<file path="config.mk">
export PLATFORM = sky130hd
export DESIGN_NAME = acia_rx_fifo_flat
export DESIGN_NICKNAME = d
export VERILOG_FILES = /design/src/rtl/acia_rx_fifo_if.sv /design/src/rtl/acia_rx_fifo.sv /design/src/flat_wrapper.sv
export SDC_FILE = /design/constraint.sdc
export NUM_CORES = 1
export LEC_CHECK = 0
export CAP_MARGIN = 30
export CELL_PAD_IN_SITES_DETAIL_PLACEMENT = 1
export CELL_PAD_IN_SITES_GLOBAL_PLACEMENT = 1
export CORE_UTILIZATION = 50
export CTS_CLUSTER_DIAMETER = 40
export DETAILED_ROUTE_END_ITERATION = 8
export PLACE_DENSITY_LB_ADDON = 0.1
export SYNTH_ARGS = -nofsm -noshare
export SYNTH_HDL_FRONTEND = slang
export SYNTH_SLANG_ARGS = --single-unit
</file>
<file path="constraint.sdc">
create_clock -name PHI2 -period 5.3 [get_ports PHI2]
set_input_delay 1.325 -clock PHI2 [delete_from_list [all_inputs] [get_ports PHI2]]
set_output_delay 1.325 -clock PHI2 [all_outputs]
set_load 0.01 [all_outputs]
</file>
<file path="src/rtl/acia_rx_fifo_if.sv">
// Receiver-to-CPU handshake bundle for the ACIA receive FIFO.
// master = receiver/CPU side driving strobes; slave = the FIFO.
interface acia_rx_fifo_if #(
    parameter int unsigned DEPTH = 16
);
    localparam int unsigned CNT_W = $clog2(DEPTH) + 1;

    logic             WR_STB;
    logic [7:0]       WR_DATA;
    logic             WR_FRAME;
    logic             WR_PARITY;
    logic             RD_STB;
    logic [7:0]       RD_DATA;
    logic             RD_FRAME;
    logic             RD_PARITY;
    logic             EMPTY;
    logic             FULL;
    logic [CNT_W-1:0] COUNT;
    logic             OVERRUN;
    logic             RTS_HOLD;

    modport master (
        output WR_STB, WR_DATA, WR_FRAME, WR_PARITY, RD_STB,
        input  RD_DATA, RD_FRAME, RD_PARITY, EMPTY, FULL, COUNT, OVERRUN, RTS_HOLD
    );

    modport slave (
        input  WR_STB, WR_DATA, WR_FRAME, WR_PARITY, RD_STB,
        output RD_DATA, RD_FRAME, RD_PARITY, EMPTY, FULL, COUNT, OVERRUN, RTS_HOLD
    );
endinterface

</file>
<file path="src/rtl/acia_rx_fifo.sv">
// ACIA receive FIFO: edge-triggered push/pop, show-ahead head register, sticky overrun.
// Define ACIA_RXFIFO_FLOWCTL_EN to enable the RTS_HOLD watermark hysteresis flag.
module acia_rx_fifo #(
    parameter int unsigned DEPTH    = 16,
    parameter int unsigned HI_WATER = 12,
    parameter int unsigned LO_WATER = 4
) (
    input logic           PHI2,
    input logic           RESET,
    acia_rx_fifo_if.slave bus
);
    localparam int unsigned PTR_W = $clog2(DEPTH);
    localparam int unsigned CNT_W = PTR_W + 1;
    localparam logic [CNT_W-1:0] FULL_CNT = CNT_W'(DEPTH);

    if (DEPTH < 4 || (DEPTH & (DEPTH - 1)) != 0) begin : g_bad_depth
        $error("acia_rx_fifo: DEPTH must be a power of two and at least 4");
    end
    if (LO_WATER >= HI_WATER || HI_WATER > DEPTH) begin : g_bad_water
        $error("acia_rx_fifo: need LO_WATER < HI_WATER <= DEPTH");
    end

    logic [9:0]       mem [DEPTH];
    logic [PTR_W-1:0] wptr_q, rptr_q, wptr_nxt, rptr_nxt;
    logic [CNT_W-1:0] count_q, count_nxt;
    logic             empty_q, full_q;
    logic             ovr_q, ovr_nxt;
    logic             wr_prev_q, rd_prev_q;
    logic [9:0]       head_q, head_nxt;
    logic [9:0]       wr_entry;
    logic             push_req, pop_req, do_push, do_pop, drop;

    always_comb begin
        wr_entry = {bus.WR_PARITY, bus.WR_FRAME, bus.WR_DATA};
        push_req = bus.WR_STB & ~wr_prev_q;
        pop_req  = bus.RD_STB & ~rd_prev_q;
        do_pop   = pop_req & ~empty_q;
        // A pop in the same cycle frees the slot, so a full FIFO can still accept.
        do_push  = push_req & (~full_q | do_pop);
        drop     = push_req & ~do_push;

        wptr_nxt = do_push ? wptr_q + PTR_W'(1) : wptr_q;
        rptr_nxt = do_pop  ? rptr_q + PTR_W'(1) : rptr_q;

        unique case ({do_push, do_pop})
            2'b10:   count_nxt = count_q + CNT_W'(1);
            2'b01:   count_nxt = count_q - CNT_W'(1);
            default: count_nxt = count_q;
        endcase

        // The new head may be the slot being written on this same edge.
        head_nxt = head_q;
        if (count_nxt != '0) begin
            if (do_push && (rptr_nxt == wptr_q))
                head_nxt = wr_entry;
            else
                head_nxt = mem[rptr_nxt];
        end

        ovr_nxt = ovr_q;
        if (drop)
            ovr_nxt = 1'b1;
        else if (do_pop)
            ovr_nxt = 1'b0;
    end

    always_ff @(negedge PHI2) begin
        if (do_push)
            mem[wptr_q] <= wr_entry;
    end

    always_ff @(negedge PHI2 or negedge RESET) begin
        if (!RESET) begin
            wptr_q    <= '0;
            rptr_q    <= '0;
            count_q   <= '0;
            empty_q   <= 1'b1;
            full_q    <= 1'b0;
            ovr_q     <= 1'b0;
            wr_prev_q <= 1'b0;
            rd_prev_q <= 1'b0;
            head_q    <= '0;
        end else begin
            wptr_q    <= wptr_nxt;
            rptr_q    <= rptr_nxt;
            count_q   <= count_nxt;
            empty_q   <= (count_nxt == '0);
            full_q    <= (count_nxt == FULL_CNT);
            ovr_q     <= ovr_nxt;
            wr_prev_q <= bus.WR_STB;
            rd_prev_q <= bus.RD_STB;
            head_q    <= head_nxt;
        end
    end

`ifdef ACIA_RXFIFO_FLOWCTL_EN
    logic rts_q, rts_nxt;

    always_comb begin
        rts_nxt = rts_q;
        if (count_nxt >= CNT_W'(HI_WATER))
            rts_nxt = 1'b1;
        else if (count_nxt <= CNT_W'(LO_WATER))
            rts_nxt = 1'b0;
    end

    always_ff @(negedge PHI2 or negedge RESET) begin
        if (!RESET)
            rts_q <= 1'b0;
        else
            rts_q <= rts_nxt;
    end

    assign bus.RTS_HOLD = rts_q;
`else
    assign bus.RTS_HOLD = 1'b0;
`endif

    assign bus.RD_DATA   = head_q[7:0];
    assign bus.RD_FRAME  = head_q[8];
    assign bus.RD_PARITY = head_q[9];
    assign bus.EMPTY     = empty_q;
    assign bus.FULL      = full_q;
    assign bus.COUNT     = count_q;
    assign bus.OVERRUN   = ovr_q;
endmodule

</file>
<file path="src/flat_wrapper.sv">
// flat-port wrapper written by rule: the top's interface ports become plain ports
module acia_rx_fifo_flat 
#(
    parameter int unsigned DEPTH    = 16,
    parameter int unsigned HI_WATER = 12,
    parameter int unsigned LO_WATER = 4
)
  (PHI2, RESET, bus_WR_STB, bus_WR_DATA, bus_WR_FRAME, bus_WR_PARITY, bus_RD_STB, bus_RD_DATA, bus_RD_FRAME, bus_RD_PARITY, bus_EMPTY, bus_FULL, bus_COUNT, bus_OVERRUN, bus_RTS_HOLD);
  acia_rx_fifo_if #(.DEPTH(DEPTH)) bus_i ();
  input logic PHI2;
  input logic RESET;
  input wire logic [$bits(bus_i.WR_STB)-1:0] bus_WR_STB;
  input wire logic [$bits(bus_i.WR_DATA)-1:0] bus_WR_DATA;
  input wire logic [$bits(bus_i.WR_FRAME)-1:0] bus_WR_FRAME;
  input wire logic [$bits(bus_i.WR_PARITY)-1:0] bus_WR_PARITY;
  input wire logic [$bits(bus_i.RD_STB)-1:0] bus_RD_STB;
  output wire logic [$bits(bus_i.RD_DATA)-1:0] bus_RD_DATA;
  output wire logic [$bits(bus_i.RD_FRAME)-1:0] bus_RD_FRAME;
  output wire logic [$bits(bus_i.RD_PARITY)-1:0] bus_RD_PARITY;
  output wire logic [$bits(bus_i.EMPTY)-1:0] bus_EMPTY;
  output wire logic [$bits(bus_i.FULL)-1:0] bus_FULL;
  output wire logic [$bits(bus_i.COUNT)-1:0] bus_COUNT;
  output wire logic [$bits(bus_i.OVERRUN)-1:0] bus_OVERRUN;
  output wire logic [$bits(bus_i.RTS_HOLD)-1:0] bus_RTS_HOLD;
  assign bus_i.WR_STB = bus_WR_STB;
  assign bus_i.WR_DATA = bus_WR_DATA;
  assign bus_i.WR_FRAME = bus_WR_FRAME;
  assign bus_i.WR_PARITY = bus_WR_PARITY;
  assign bus_i.RD_STB = bus_RD_STB;
  assign bus_RD_DATA = bus_i.RD_DATA;
  assign bus_RD_FRAME = bus_i.RD_FRAME;
  assign bus_RD_PARITY = bus_i.RD_PARITY;
  assign bus_EMPTY = bus_i.EMPTY;
  assign bus_FULL = bus_i.FULL;
  assign bus_COUNT = bus_i.COUNT;
  assign bus_OVERRUN = bus_i.OVERRUN;
  assign bus_RTS_HOLD = bus_i.RTS_HOLD;
  acia_rx_fifo #(.DEPTH(DEPTH), .HI_WATER(HI_WATER), .LO_WATER(LO_WATER)) u_core (.PHI2(PHI2), .RESET(RESET), .bus(bus_i));
endmodule
</file>
# Word level (Yosys, flattened, before mapping)
# Memory sizes are Yosys's and may differ from the RTL's. A register that Yosys moved wholly into a read port is not among the register bits.
# Cells that the tools add are included.
# Widths: inputs -> output; s select.
# op_classes
add_sub_neg,4
n_eq_ne,3
mux,6
bitwise_logic,11
reduce_logical,4
# op_table
cell,n
$pmux 5 s2,1
$add 4x1->4 const B,2
$add 5x1->5 const B,1
$and 1x1->1,5
$eq 5x5->1 const B,1
$logic_not 5->1,1
$not 1->1,5
$reduce_bool 5->1,1
$sub 5x1->5 const B,1
$mux 1,4
$mux 4,1
$eq 2x1->1 const B,1
$eq 2x2->1 const B,1
$reduce_bool 2->1,1
$logic_not 1->1,1
$or 1x1->1,1
# totals
register_bits,18
ram_bits,160
output_inout_bits,19
word_cells,37
mem_count,1
# memory_table
memory,depth,word_bits,read_ports,rd_ports_with_merged_regs,write_ports,line_no,text
u_core.mem,16,10,1,1,1,acia_rx_fifo.sv:23,logic [9:0] mem [DEPTH];

# Depth between registers and ports, before layout
# depth
ltp_word,8
mapped_depth,16
ltp_nobuf,13

==> flow_summary_export.csv <==
group,metric,value,unit
synthesis,synth_flop_cell,"sky130_fd_sc_hd__edfxtp_1",
worst_setup_path,required,2.92,ns
synthesis,count_of_flip_flops_with_a_built_in_enable_after_synthesis,160,
clock_network,cts-root-buf,"sky130_fd_sc_hd__clkbuf_16",
worst_setup_path,cp_cell_sequence,"buf_6, or3b_4, buf_4, inv_8, ha_4, xor2_1, ha_2, o21ai_2, a221oi_2, o221ai_2, xor2_2, buf_12, clkinv_8, o32ai_1, o2bb2ai_1",
clock_network,cts_hold_repair.buffers,0,
run_status,run_status,"complete, but fails checks",
timing,timing.final.hold_violations,0,
clock_network,cts_tree,"built",
floorplanning,io_pins,33,
final_layout,mostFrequentLayoutCell,"sky130_fd_sc_hd__inv_1",
synthesis,syn_nets,732,
placed_design,buffer_ports.inserted,31,
hold_path,hold_path_depth,1,
placed_design,routabilityCongestion,0.7983,
clock_network,clock_insertion_delay_worst_skew,0.54,ns
floorplanning,dieHeight,140.7,um
global_route,global_route_wire_length_before_repair,52380,um
global_route,grt_antenna_before_repair,0,
clock_network,tritoncts.num_buffers,17,
global_route,grt_remaining_overflow,0,
clock_network,cts.reportedPaths.clkPinSlew,0.07,ns
final_layout,commonest_cells_after_routing_fill_and_taps_aside,"177 x sky130_fd_sc_hd__inv_1, 160 x sky130_fd_sc_hd__edfxtp_1, 90 x sky130_fd_sc_hd__buf_4, 59 x sky130_fd_sc_hd__o32ai_1, 54 x sky130_fd_sc_hd__mux2i_1",
synthesis,synth_register_bits,188,
detailed_routing,post_drt_wl_per_cell,30.14,um
hold_path,timing.hold.worst.class,"flip-flop to flip-flop",
synthesis,post-synth-top-area-fraction,49.95,%
clock_network,cts-htree-levels,4,
worst_setup_path,crit_path_max_incr_delay,0.45,ns
synthesis,synth.cell_area,9619,um^2
final_layout,filler_cell_count,1791,
worst_setup_path,critical_path_launch_point_type,"input pin",
worst_setup_path,worstRegToRegCells,9,
timing,timing_max_transition_violations_final,0,
worst_setup_path,slowest_cell_on_the_critical_path,"sky130_fd_sc_hd__xor2_2",
timing,timing.clock.skew,0.1242,ns
detailed_routing,drt_first_iter_violations,966,
detailed_routing,detailroute.via_count,8312,
synthesis,syn_inst_count,710,
synthesis,netlist_top_cells_area,"sky130_fd_sc_hd__edfxtp_1 50%, sky130_fd_sc_hd__dfrtn_1 7.0%, sky130_fd_sc_hd__o32ai_1 5.8%",
detailed_routing,firstDrtPassIters,6,
global_route,largest_net_degree_at_the_start_of_global_routing,70,
synthesis,count_of_different_cell_masters_after_synthesis,77,
placed_design,detailedPlacementHpwl,18290,um
synthesis,yosys_warnings,0,
detailed_routing,drt_drc_violations_left,0,
detailed_routing,route.antenna.remaining_nets,0,
timing,slew_hr,41.26,%
final_layout,final_layout_size_suffix_gt1_share,24.95,%
synthesis,synth_largest_area_cell,"sky130_fd_sc_hd__edfxtp_1",
timing,rsz0062_at_grt,"yes",
pwr,power-per-cell-area,630.5,nW/um^2
timing,final.setup.worst_slack,-1.223,ns
floorplanning,die_width,140.7,um
floorplanning,design.die.area,19800,um^2
floorplanning,design.core.area,18770,um^2
pwr,static-leakage-power,5.083,nW
final_layout,design.final.nets,995,
final_layout,final_cells,1220,
global_route,grt_usage,36.68,%
clock_network,clockBufferDepth,2,
run,maxCapViolations,0,
timing,finalSetupViolCount,19,
detailed_routing,wirelength,36770,um
worst_setup_path,cp_max_fo,4,
floorplanning,initial_utilization,51.25,%
worst_setup_path,timing.critical_path.buf_inv,5,
floorplanning,fp-row-count,50,
timing,worst_pin_slew,0.8811,ns
worst_setup_path,worstPathArrival,4.14,ns
placed_design,placed_cells_incl_taps,1003,
global_route,first_global_vias,8890,
run_status,violations,"setup timing",
worst_setup_path,timing.critical_path.to_type,"flip-flop",
detailed_routing,route.detailed.vias_per_inst,6.813,
final_layout,utilization,67.04,%
synthesis,yosysSeqAreaShare,57.25,%
worst_setup_path,path_class,"input pin to flip-flop",
synthesis,avgSynthCellArea,13.55,um^2
final_layout,antenna_cells_inserted,0,
worst_setup_path,worst_path_top_cell_family_by_delay,"compound AO/OA/AOI/OAI gates",
clock_network,tritoncts_num_sinks,188,
synthesis,async_reset_ff_share,14.89,%
pwr,vdd.ir_drop.worst,0.4037,mV
worst_setup_path,timing.critical_path.depth,15,
timing,fin_setup_tns,-15.68,ns
final_layout,area_delta_synth_final,30.80,%
## synth_stat cells (all sizes together) (13+ instances only)
cell type,count
and4,13
mux2,19
and3b,19
buf,33
edfxtp,160
nor3,33
mux2i,55
o32ai,64
inv,21
a2111oi,22
nor2,19
dfrtn,27
nor3b,42
clkbuf,32
## area by class of cell
cell class	instances	area (um^2)	area share, %
flip-flops and latches	188	5507	43.76
multi-input cells	436	4049	32.18
repair buffers	146	1370	10.89
clock inverters	176	818.3	6.504
clock buffers	17	425.4	3.381
well taps	234	292.8	2.327
inverters	21	96.34	0.7657
repair inverters	2	23.77	0.1889
## worst register-to-register path, cell delays in order (launching register included)
cell	delay, ns
sky130_fd_sc_hd__dfrtn_1	0.98
sky130_fd_sc_hd__ha_1	0.37
sky130_fd_sc_hd__buf_4	0.25
sky130_fd_sc_hd__or4b_1	0.57
sky130_fd_sc_hd__buf_4	0.22
sky130_fd_sc_hd__nor2_1	0.20
sky130_fd_sc_hd__a21o_1	0.48
sky130_fd_sc_hd__a2111oi_0	0.28
sky130_fd_sc_hd__a2111oi_1	0.58
sky130_fd_sc_hd__o2bb2ai_1	0.17
## stage by stage
stage	instance area [um^2]	worst slack (ns)	hold slack, ns	total power, mW
floorplan	9787	-1.566	0.4326	4.079
global placement	10860	-1.941	0.4349	5.169
detailed placement	10860	-1.949	0.4329	5.310
CTS	12510	-0.9569	0.4406	7.479
global route	12580	-1.263	0.4718	8.206
finish	12580	-1.223	0.4666	7.933
## where the power goes
part | switching [mW] | internal [mW] | total [mW]
registers | 0.204 | 1.79 | 2.00
clock network | 1.20 | 0.865 | 2.07
logic | 2.23 | 1.64 | 3.87
## repair_timing
action / 4_1_cts / 5_1_grt
gates cloned: 3 / 0
buffers inserted: 20 / 6
setup endpoints to repair: 200 / 56
resized for setup: 76 / 12
pin swaps: 21 / 12
hold endpoints to repair: 0 / 0
## kinds of logic after synthesis
logic type      Yosys count  synth area share, %
flops                   188                57.25
compound gates          169                15.92
simple gates            167                11.49
buf+inv                  87                4.644
mux                      75                8.182
xor+xnor                 15                1.444
fa+ha+maj                 8                1.041
other cells               1              0.03898
## flip-flops by register name, summed over array words and instances (netlist names)
signal and flops:
u_core.bus.EMPTY 1, u_core.rd_prev_q 1, u_core.bus.COUNT 5, u_core.wr_prev_q 1, u_core.wptr_q 4, u_core.rptr_q 4, u_core.head_q 10, u_core.bus.OVERRUN 1
u_core.bus.FULL 1, u_core.mem 160
## routing by layer
layer,track usage (%),up-vias,wire length [um]
li1,-,3424,-
met1,41.72,4173,13500
met2,62.69,550,18400
met3,9.137,165,2892
met4,21.97,0,1975
met5,0,-,0
## worst paths after layout
kind                       slack, ns                             to                          from
hold reg to reg                 0.47   u_core.head_q[7]$_DFFE_NN0P_  u_core.head_q[7]$_DFFE_NN0P_
max in group asynchronous       0.90   u_core.head_q[9]$_DFFE_NN0P_                         RESET
setup / recovery               -1.22   u_core.head_q[3]$_DFFE_NN0P_                    bus_RD_STB
hold / removal                  0.47   u_core.head_q[7]$_DFFE_NN0P_  u_core.head_q[7]$_DFFE_NN0P_
setup reg to reg                1.04   u_core.head_q[1]$_DFFE_NN0P_    u_core.rptr_q[0]$_DFF_NN0_
min in group asynchronous       3.78  u_core.bus.COUNT[4]$_DFF_NN0_                         RESET
(Power assumes the default switching activity.)
